[src/rtl/lut_table_loader.sv]
// Loads LogicNets neuron truth tables from a config word stream into a shadow bank, then commits them to the active bank.
// Latency: lookups and readback take 1 cycle; a well-framed load commits in the cycle after its last word.
// Backpressure: cfg_ready is low only in the single commit cycle; gaps on cfg_valid simply hold the FSM.
// Optional build: define LUT_READBACK_EN to add the rb_addr/rb_data active-bank readback port.
module lut_table_loader #(
  parameter int NUM_NEURONS = 16,
  parameter int FANIN       = 6,
  parameter int WORD_W      = 16,
  localparam int TBL        = 1 << FANIN,
  localparam int NWORDS     = (NUM_NEURONS * TBL) / WORD_W,
  localparam int CNT_W      = (NWORDS > 1) ? $clog2(NWORDS) : 1
) (
  input  logic                         clk,
  input  logic                         rst_n,
  input  logic                         cfg_valid,
  output logic                         cfg_ready,
  input  logic [WORD_W-1:0]            cfg_data,
  input  logic                         cfg_last,
  output logic                         busy,
  output logic                         done,
  output logic                         err,
  input  logic [NUM_NEURONS*FANIN-1:0] lut_in,
  output logic [NUM_NEURONS-1:0]       lut_out
`ifdef LUT_READBACK_EN
  ,
  input  logic [CNT_W-1:0]             rb_addr,
  output logic [WORD_W-1:0]            rb_data
`endif
);

  localparam int BANK_W  = NUM_NEURONS * TBL;
  localparam int BANK_AW = (BANK_W > 1) ? $clog2(BANK_W) : 1;
  localparam logic [CNT_W-1:0] LAST_IDX = CNT_W'(NWORDS - 1);

  // The bank must split into a whole number of config words.
  generate
    if ((BANK_W % WORD_W) != 0) begin : g_bad_word_w
      $error("lut_table_loader: NUM_NEURONS*2^FANIN must be a multiple of WORD_W");
    end
  endgenerate

  typedef enum logic [1:0] {
    ST_IDLE   = 2'd0,
    ST_LOAD   = 2'd1,
    ST_DRAIN  = 2'd2,
    ST_COMMIT = 2'd3
  } state_t;

  state_t                 state_q;
  logic [CNT_W-1:0]       cnt_q;
  logic                   cfg_ready_q;
  logic                   busy_q;
  logic                   done_q;
  logic                   err_q;
  logic [BANK_W-1:0]      shadow_q;
  logic [BANK_W-1:0]      active_q;
  logic [NUM_NEURONS-1:0] lut_out_q;

  logic                   accept;
  logic                   shadow_we;
  logic [CNT_W-1:0]       wr_word;
  logic [BANK_AW-1:0]     wr_base;
  logic [BANK_AW-1:0]     lut_idx [NUM_NEURONS];

  assign accept    = cfg_valid & cfg_ready_q;
  assign shadow_we = accept & ((state_q == ST_IDLE) | (state_q == ST_LOAD));
  // The first word of a load is always word 0, whatever the counter holds.
  assign wr_word   = (state_q == ST_IDLE) ? '0 : cnt_q;
  assign wr_base   = BANK_AW'(wr_word) * BANK_AW'(WORD_W);

  assign cfg_ready = cfg_ready_q;
  assign busy      = busy_q;
  assign done      = done_q;
  assign err       = err_q;
  assign lut_out   = lut_out_q;

  // Load-control FSM; all status outputs are registered alongside the state.
  always_ff @(posedge clk) begin
    if (!rst_n) begin
      state_q     <= ST_IDLE;
      cnt_q       <= '0;
      cfg_ready_q <= 1'b0;
      busy_q      <= 1'b0;
      done_q      <= 1'b0;
      err_q       <= 1'b0;
    end else begin
      done_q      <= 1'b0;
      cfg_ready_q <= 1'b1;
      case (state_q)
        ST_IDLE: begin
          busy_q <= 1'b0;
          if (accept) begin
            err_q <= 1'b0;
            cnt_q <= CNT_W'(1);
            if (NWORDS == 1) begin
              if (cfg_last) begin
                state_q     <= ST_COMMIT;
                done_q      <= 1'b1;
                cfg_ready_q <= 1'b0;
              end else begin
                err_q   <= 1'b1;
                busy_q  <= 1'b1;
                state_q <= ST_DRAIN;
              end
            end else if (cfg_last) begin
              // A one-word load is too short: flag it and stay idle.
              err_q <= 1'b1;
            end else begin
              busy_q  <= 1'b1;
              state_q <= ST_LOAD;
            end
          end
        end

        ST_LOAD: begin
          if (accept) begin
            cnt_q <= cnt_q + CNT_W'(1);
            if (cnt_q == LAST_IDX) begin
              if (cfg_last) begin
                state_q     <= ST_COMMIT;
                busy_q      <= 1'b0;
                done_q      <= 1'b1;
                cfg_ready_q <= 1'b0;
              end else begin
                // Overlong load: swallow the tail up to its cfg_last.
                err_q   <= 1'b1;
                state_q <= ST_DRAIN;
              end
            end else if (cfg_last) begin
              // Short load: the partial shadow is never committed.
              err_q   <= 1'b1;
              busy_q  <= 1'b0;
              state_q <= ST_IDLE;
            end
          end
        end

        ST_DRAIN: begin
          if (accept && cfg_last) begin
            busy_q  <= 1'b0;
            state_q <= ST_IDLE;
          end
        end

        ST_COMMIT: begin
          busy_q  <= 1'b0;
          state_q <= ST_IDLE;
        end

        default: begin
          busy_q  <= 1'b0;
          state_q <= ST_IDLE;
        end
      endcase
    end
  end

  // Shadow fill from accepted words and single-cycle shadow-to-active commit.
  always_ff @(posedge clk) begin
    if (!rst_n) begin
      shadow_q <= '0;
      active_q <= '0;
    end else begin
      if (shadow_we) begin
        shadow_q[wr_base +: WORD_W] <= cfg_data;
      end
      if (state_q == ST_COMMIT) begin
        active_q <= shadow_q;
      end
    end
  end

  // Per-neuron bit address into the flat active bank.
  always_comb begin
    for (int n = 0; n < NUM_NEURONS; n++) begin
      lut_idx[n] = BANK_AW'(n * TBL) + BANK_AW'(lut_in[n*FANIN +: FANIN]);
    end
  end

  // Registered lookup; in the commit cycle it still sees the old active bank.
  always_ff @(posedge clk) begin
    if (!rst_n) begin
      lut_out_q <= '0;
    end else begin
      for (int n = 0; n < NUM_NEURONS; n++) begin
        lut_out_q[n] <= active_q[lut_idx[n]];
      end
    end
  end

`ifdef LUT_READBACK_EN
  logic [WORD_W-1:0]  rb_data_q;
  logic [BANK_AW-1:0] rb_base;

  assign rb_base = BANK_AW'(rb_addr) * BANK_AW'(WORD_W);
  assign rb_data = rb_data_q;

  // Registered word readback of the active bank, same bit order as loading.
  always_ff @(posedge clk) begin
    if (!rst_n) begin
      rb_data_q <= '0;
    end else begin
      rb_data_q <= active_q[rb_base +: WORD_W];
    end
  end
`endif

endmodule
[config.mk]
export PLATFORM = sky130hd
export DESIGN_NAME = lut_table_loader
export DESIGN_NICKNAME = d
export VERILOG_FILES = /design/src/rtl/lut_table_loader.sv
export SDC_FILE = /design/constraint.sdc
export NUM_CORES = 2
export LEC_CHECK = 0
export ABC_AREA = 1
export CAP_MARGIN = 40
export CORE_MARGIN = 10
export CORE_UTILIZATION = 35
export DETAILED_ROUTE_END_ITERATION = 8
export GPL_TIMING_DRIVEN = 0
export MAX_ROUTING_LAYER = met4
export PLACE_DENSITY = 0.47
export SYNTH_ARGS = -nofsm -noshare
export SYNTH_HDL_FRONTEND = slang
export SYNTH_SLANG_ARGS = --single-unit
export TNS_END_PERCENT = 10
[constraint.sdc]
create_clock -name clk -period 6.4 [get_ports clk]
set_clock_uncertainty 0.05 [all_clocks]
set_input_delay 1.6 -clock clk [delete_from_list [all_inputs] [get_ports clk]]
set_output_delay 1.6 -clock clk [all_outputs]
set_load 0.01 [all_outputs]
# ---- After elaboration in Yosys (flattened, before gate mapping)
# Index checks and enable logic that the tools add are counted.
dict set report op_classes {
  order_cmp 16
  n_addsub 17
  muxes 61
  n_reduce_logical 8
  n_shift 2
  n_eq_ne 11
  n_bitwise 3
}
# op count
set op_table {}
lappend op_table {{$bwmux 1024} 1}
lappend op_table {{$shift 16x12->1024 const A} 1}
lappend op_table {{$shiftx 16x12->1024} 1}
lappend op_table {{$bmux 1 s10} 15}
lappend op_table {{$lt 10x11->1 const B} 12}
lappend op_table {{$add 10x6->10 const A} 4}
lappend op_table {{$add 9x6->10 const A} 4}
lappend op_table {{$mux 1} 31}
lappend op_table {{$lt 9x11->1 const B} 2}
lappend op_table {{$add 9x7->10 const A} 2}
lappend op_table {{$add 8x6->9 const A} 2}
lappend op_table {{$mux 6} 3}
lappend op_table {{$mux 2} 6}
lappend op_table {{$neg 10->12} 1}
lappend op_table {{$pmux 6 s2} 1}
lappend op_table {{$lt 6x11->1 const B} 1}
lappend op_table {{$lt 8x11->1 const B} 1}
lappend op_table {{$ne 2x2->1 const B} 5}
lappend op_table {{$reduce_and 5->1} 2}
lappend op_table {{$add 8x7->9 const A} 1}
lappend op_table {{$add 7x6->8 const A} 1}
lappend op_table {{$add 7x7->8 const A} 1}
lappend op_table {{$pmux 2 s4} 1}
lappend op_table {{$add 6x1->6 const B} 1}
lappend op_table {{other kinds (15)} 18}
dict set report totals {
  regBits 2076
  word_cells 127
}

# ---- Longest topological paths before layout
dict set report depth {
  word_depth 5
  ltp_mapped 17
  mapped_depth_nobuf 14
}

# ---- Worst setup path after synthesis
# Ideal clock, no wire load.
dict set report synth_path {
  path_kind {in2reg}
  from {in cfg_valid}
  to {reg shadow_q[311]}
  path_slack_ps 3122
  path_stages 11
  arrival_ps 3112
  path_buffers 2
  setup_time_ps 116
  cell_sequence {nand2_1 > nor2_1 > nand2_1 > nor2_2 > inv_2 > buf_4 > nor2_2 > inv_1 > clkbuf_1 > nor2_1 > nor2_1}
}
dict set report synth_between {
  elab_chain_len 2
}
# item line_no
set synth_rtl {}
lappend synth_rtl {{from (decl)} 15} ;# input logic cfg_valid,
lappend synth_rtl {{$and 1x1->1} 65} ;# assign accept = cfg_valid & cfg_ready_q;
lappend synth_rtl {{$and 1x1->1} 66} ;# assign shadow_we = accept & ((state_q == ST_IDLE) | (state_q == ST_LOAD));
lappend synth_rtl {{to (signal, indexed assignment)} 165} ;# shadow_q[wr_base +: WORD_W] <= cfg_data;
lappend synth_rtl {{to (decl)} 55} ;# logic [BANK_W-1:0] shadow_q;
# No other way between the ends.
# A chain may end at the register's enable or synchronous reset.

# ---- Final worst setup path
dict set report layout_path {
  from {in cfg_valid}
  to {reg shadow_q[364]}
}
# The elaborated chain is that of the path after synthesis.

==> reports/qor.txt <==
sequential element share of the synthesized area -> 49.8%
Power per Cell Area -> 339 mW/mm2
Final Hold Slack -> 392 ps
Util after Layout -> 41.0%
Synth Cell Area -> 0.0835 mm2
Final nets -> 12400
Final Power -> 33.0 mW
RSZ-0062 raised after global routing -> no
clock sink count -> 2076
first-pass GRT wire length -> 494 mm
IO Pins -> 136
library cells used by synthesis -> 33
Synth Area in Adders -> 0.0300%
post-synthesis register bit count -> 2076
fin cells -> 15600
die width -> 508 um
dpl hpwl -> 245 mm
Max Transition Viols Final -> 0
# rows -> 179
run status -> completed
Tightest Pin Transition -> 939 ps
Core Box Area -> 0.238 mm2
Max Clock Freq -> 244 MHz
share of cells above drive strength 1 -> 5.64%
Die Height -> 508 um
vias in the first global route -> 76200
clock slew at reported path FFs -> 60 ps
grt ovf -> 0
Mapped Nets -> 12000
clk root buf -> clkbuf_16
I/O Buffers -> 77
Setup CP Type -> primary input to flip-flop
post-synthesis mux area share -> 0%
Residual DRC -> 0
Initial Util -> 35.1%
CP max FO -> 10
Ys Warns -> 0
Final TNS setup -> 0 ps
antenna viol nets, final -> 0
Synth Area in Compound Gates -> 13.3%
Starting DRT DRC Count -> 7449
Max-cap violations -> 0
largest net degree at the start of global routing -> 17
Post-synth EDFFs -> 0
Post-CTS Setup Bufs -> 0
Hold Crit Class -> flip-flop to flip-flop
delay of the slowest critical-path stage -> 510 ps
largest family of logic cells by synthesized area -> simple AND/OR/NAND/NOR gates
Inst Count DP -> 15200
setup ws final -> 2300 ps
WL/cell -> 21.6 um
pre-CTS worst setup slack -> 1430 ps
Fin. Hold Viols -> 0
predominant post-synthesis flop cell -> dfxtp_1
initial antenna violation count -> 43
gpl congestion -> 0.932
Max transition margin -> 37.4%
Syn Inst Count -> 11900
final instance area -> 0.0974 mm2
Period minus WS final -> 4100 ps
CTS tree -> built
number of buffers created by CTS -> 228
leak pwr -> 37.3 nW
slowest CP cell -> buf_2
Resize count post-CTS -> 0
xor/xnor cell area share of the yosys netlist -> 0.0330%
Area after DPL -> 0.0895 mm2
H-tree depth -> 4
Mean Syn Cell Area -> 7.04 um2
1st-pass router iterations -> 5
Setup-failing EPs final -> 0
Clock Latency Late Sink -> 900 ps
# hold bufs at CTS -> 0
startpoint types -> primary input
worst reg2reg setup slack -> 2340 ps
DR vias -> 80800
Crit. End Element -> flip-flop
Syn-to-layout area delta -> 16.7%
Simple-Gate Fraction of Synth Area -> 30.6%
Clock Tree Buf Depth -> 3
Peak VDD IR -> 0.246 mV
routed wire length -> 338 mm
Tot GR Track Use -> 25.8%
Critical Path AT -> 4880 ps
Via density -> 5.17
Post-synth ARST share -> 0%
CP cell instances -> clkdlybuf4s50_1 -> nand2_1 -> nor2_1 -> nand2_1 -> nor2_2 -> buf_2 -> buf_2 -> clkbuf_1 -> nand4_1 -> a21oi_1
critical path required time -> 7180 ps
Final Cycle Share -> 64.1%
total die area -> 0.258 mm2
[placed cells by master (no fill, tap or decap), types with 3 or more instances in the layout]
master and instances:
a21oi_1 647, buf_1 40, buf_16 4, buf_2 123
buf_4 14, buf_6 49, buf_8 40, bufinv_16 21
clkbuf_1 811, clkbuf_16 228, clkbuf_2 38, clkbuf_8 56
clkdlybuf4s50_1 77, clkinv_16 3, clkinv_2 48, clkinvlp_4 7
dfxtp_1 2076, diode_2 19, inv_1 341, inv_16 4
inv_2 15, inv_6 5, nand2_1 2000, nand2_2 12
nand3_1 987, nand3b_1 17, nand4_1 243, nor2_1 2832
nor2_2 25, nor3_1 100, o211ai_1 12, o21ai_0 1536
o21ai_1 12
[synthesized netlist by cell type, types with 2 or more instances]
library cell | count | area share, %
nand4_1 | 243 | 1.8
o21ai_0 | 1536 | 9.2
nand3_1 | 987 | 5.9
buf_4 | 10 | 0.090
nor3b_1 | 2 | 0.018
clkinv_1 | 2 | 0.0090
inv_2 | 15 | 0.067
nor3_1 | 100 | 0.60
buf_1 | 53 | 0.24
o211ai_1 | 12 | 0.11
nor2_1 | 2833 | 13
a211oi_1 | 2 | 0.018
a31oi_1 | 2 | 0.015
nor2_2 | 24 | 0.18
a21oi_1 | 647 | 3.9
o21ai_1 | 12 | 0.072
nand3_2 | 2 | 0.024
buf_2 | 110 | 0.66
nand3b_1 | 17 | 0.15
inv_1 | 341 | 1.5
nand2_2 | 12 | 0.090
ha_1 | 2 | 0.030
clkbuf_1 | 807 | 3.6
nand2_1 | 2000 | 9.0
dfxtp_1 | 2076 | 50
[worst paths after layout]
path,startpoint,endpoint,cells after the start
hold / removal,shadow_q[500]$_SDFFE_PN0P_,active_q[500]$_SDFFE_PN0N_,2
setup / recovery,cfg_valid,shadow_q[364]$_SDFFE_PN0P_,10
setup reg to reg,state_q[0]$_SDFFE_PN0P_,shadow_q[111]$_SDFFE_PN0P_,15
hold reg to reg,shadow_q[500]$_SDFFE_PN0P_,active_q[500]$_SDFFE_PN0N_,2
[per-layer routing]
| layer | track usage [%] | routed length [um] |
|---|---|---|
| met4 | 8.35 | 11700 |
| met5 | - | 0 |
| met2 | 39.5 | 149000 |
| met3 | 4.50 | 22600 |
| met1 | 34.4 | 155000 |
[cells by family after synthesis]
family	Yosys count
DFF	2076
and+or+nand+nor	6224
AOI/OAI and AO/OA	2213
adders and majority gates	2
buffers and inverters	1339
xor gates and xnor gates	1
[power by group]
part / switching [mW] / internal (mW) / leakage [nW] / total [mW]
Combinational: 3.45 / 1.43 / 16.7 / 4.88
Clock: 5.74 / 8.04 / 3.86 / 13.8
Sequential: 0.508 / 13.9 / 16.8 / 14.4
[registers in the layout (all words and copies together), names as in the netlist]
name       flops
state_q        2
active_q    1024
shadow_q    1024
done           1
lut_out       16
err            1
cnt_q          6
busy           1
cfg_ready      1
[critical path: cells and delay by family]
| family | cells | cell delay, ps |
|---|---|---|
| AO/OA/AOI/OAI | 1 | 180 |
| buffers and inverters | 4 | 1820 |
| AND/OR/NAND/NOR | 5 | 1230 |
[cell type report]
cell class | instances | area (um2)
multi-input cells | 8440 | 36700
fillers | 25000 | 140000
flip-flops and latches | 2076 | 41600
clock buffers | 327 | 6640
inverters | 358 | 1340
plain buffers | 981 | 3930
clock inverters | 91 | 1170
diodes | 19 | 47.5
well taps | 3167 | 3960
repair buffers | 173 | 2050
(Power assumes the default switching activity.)
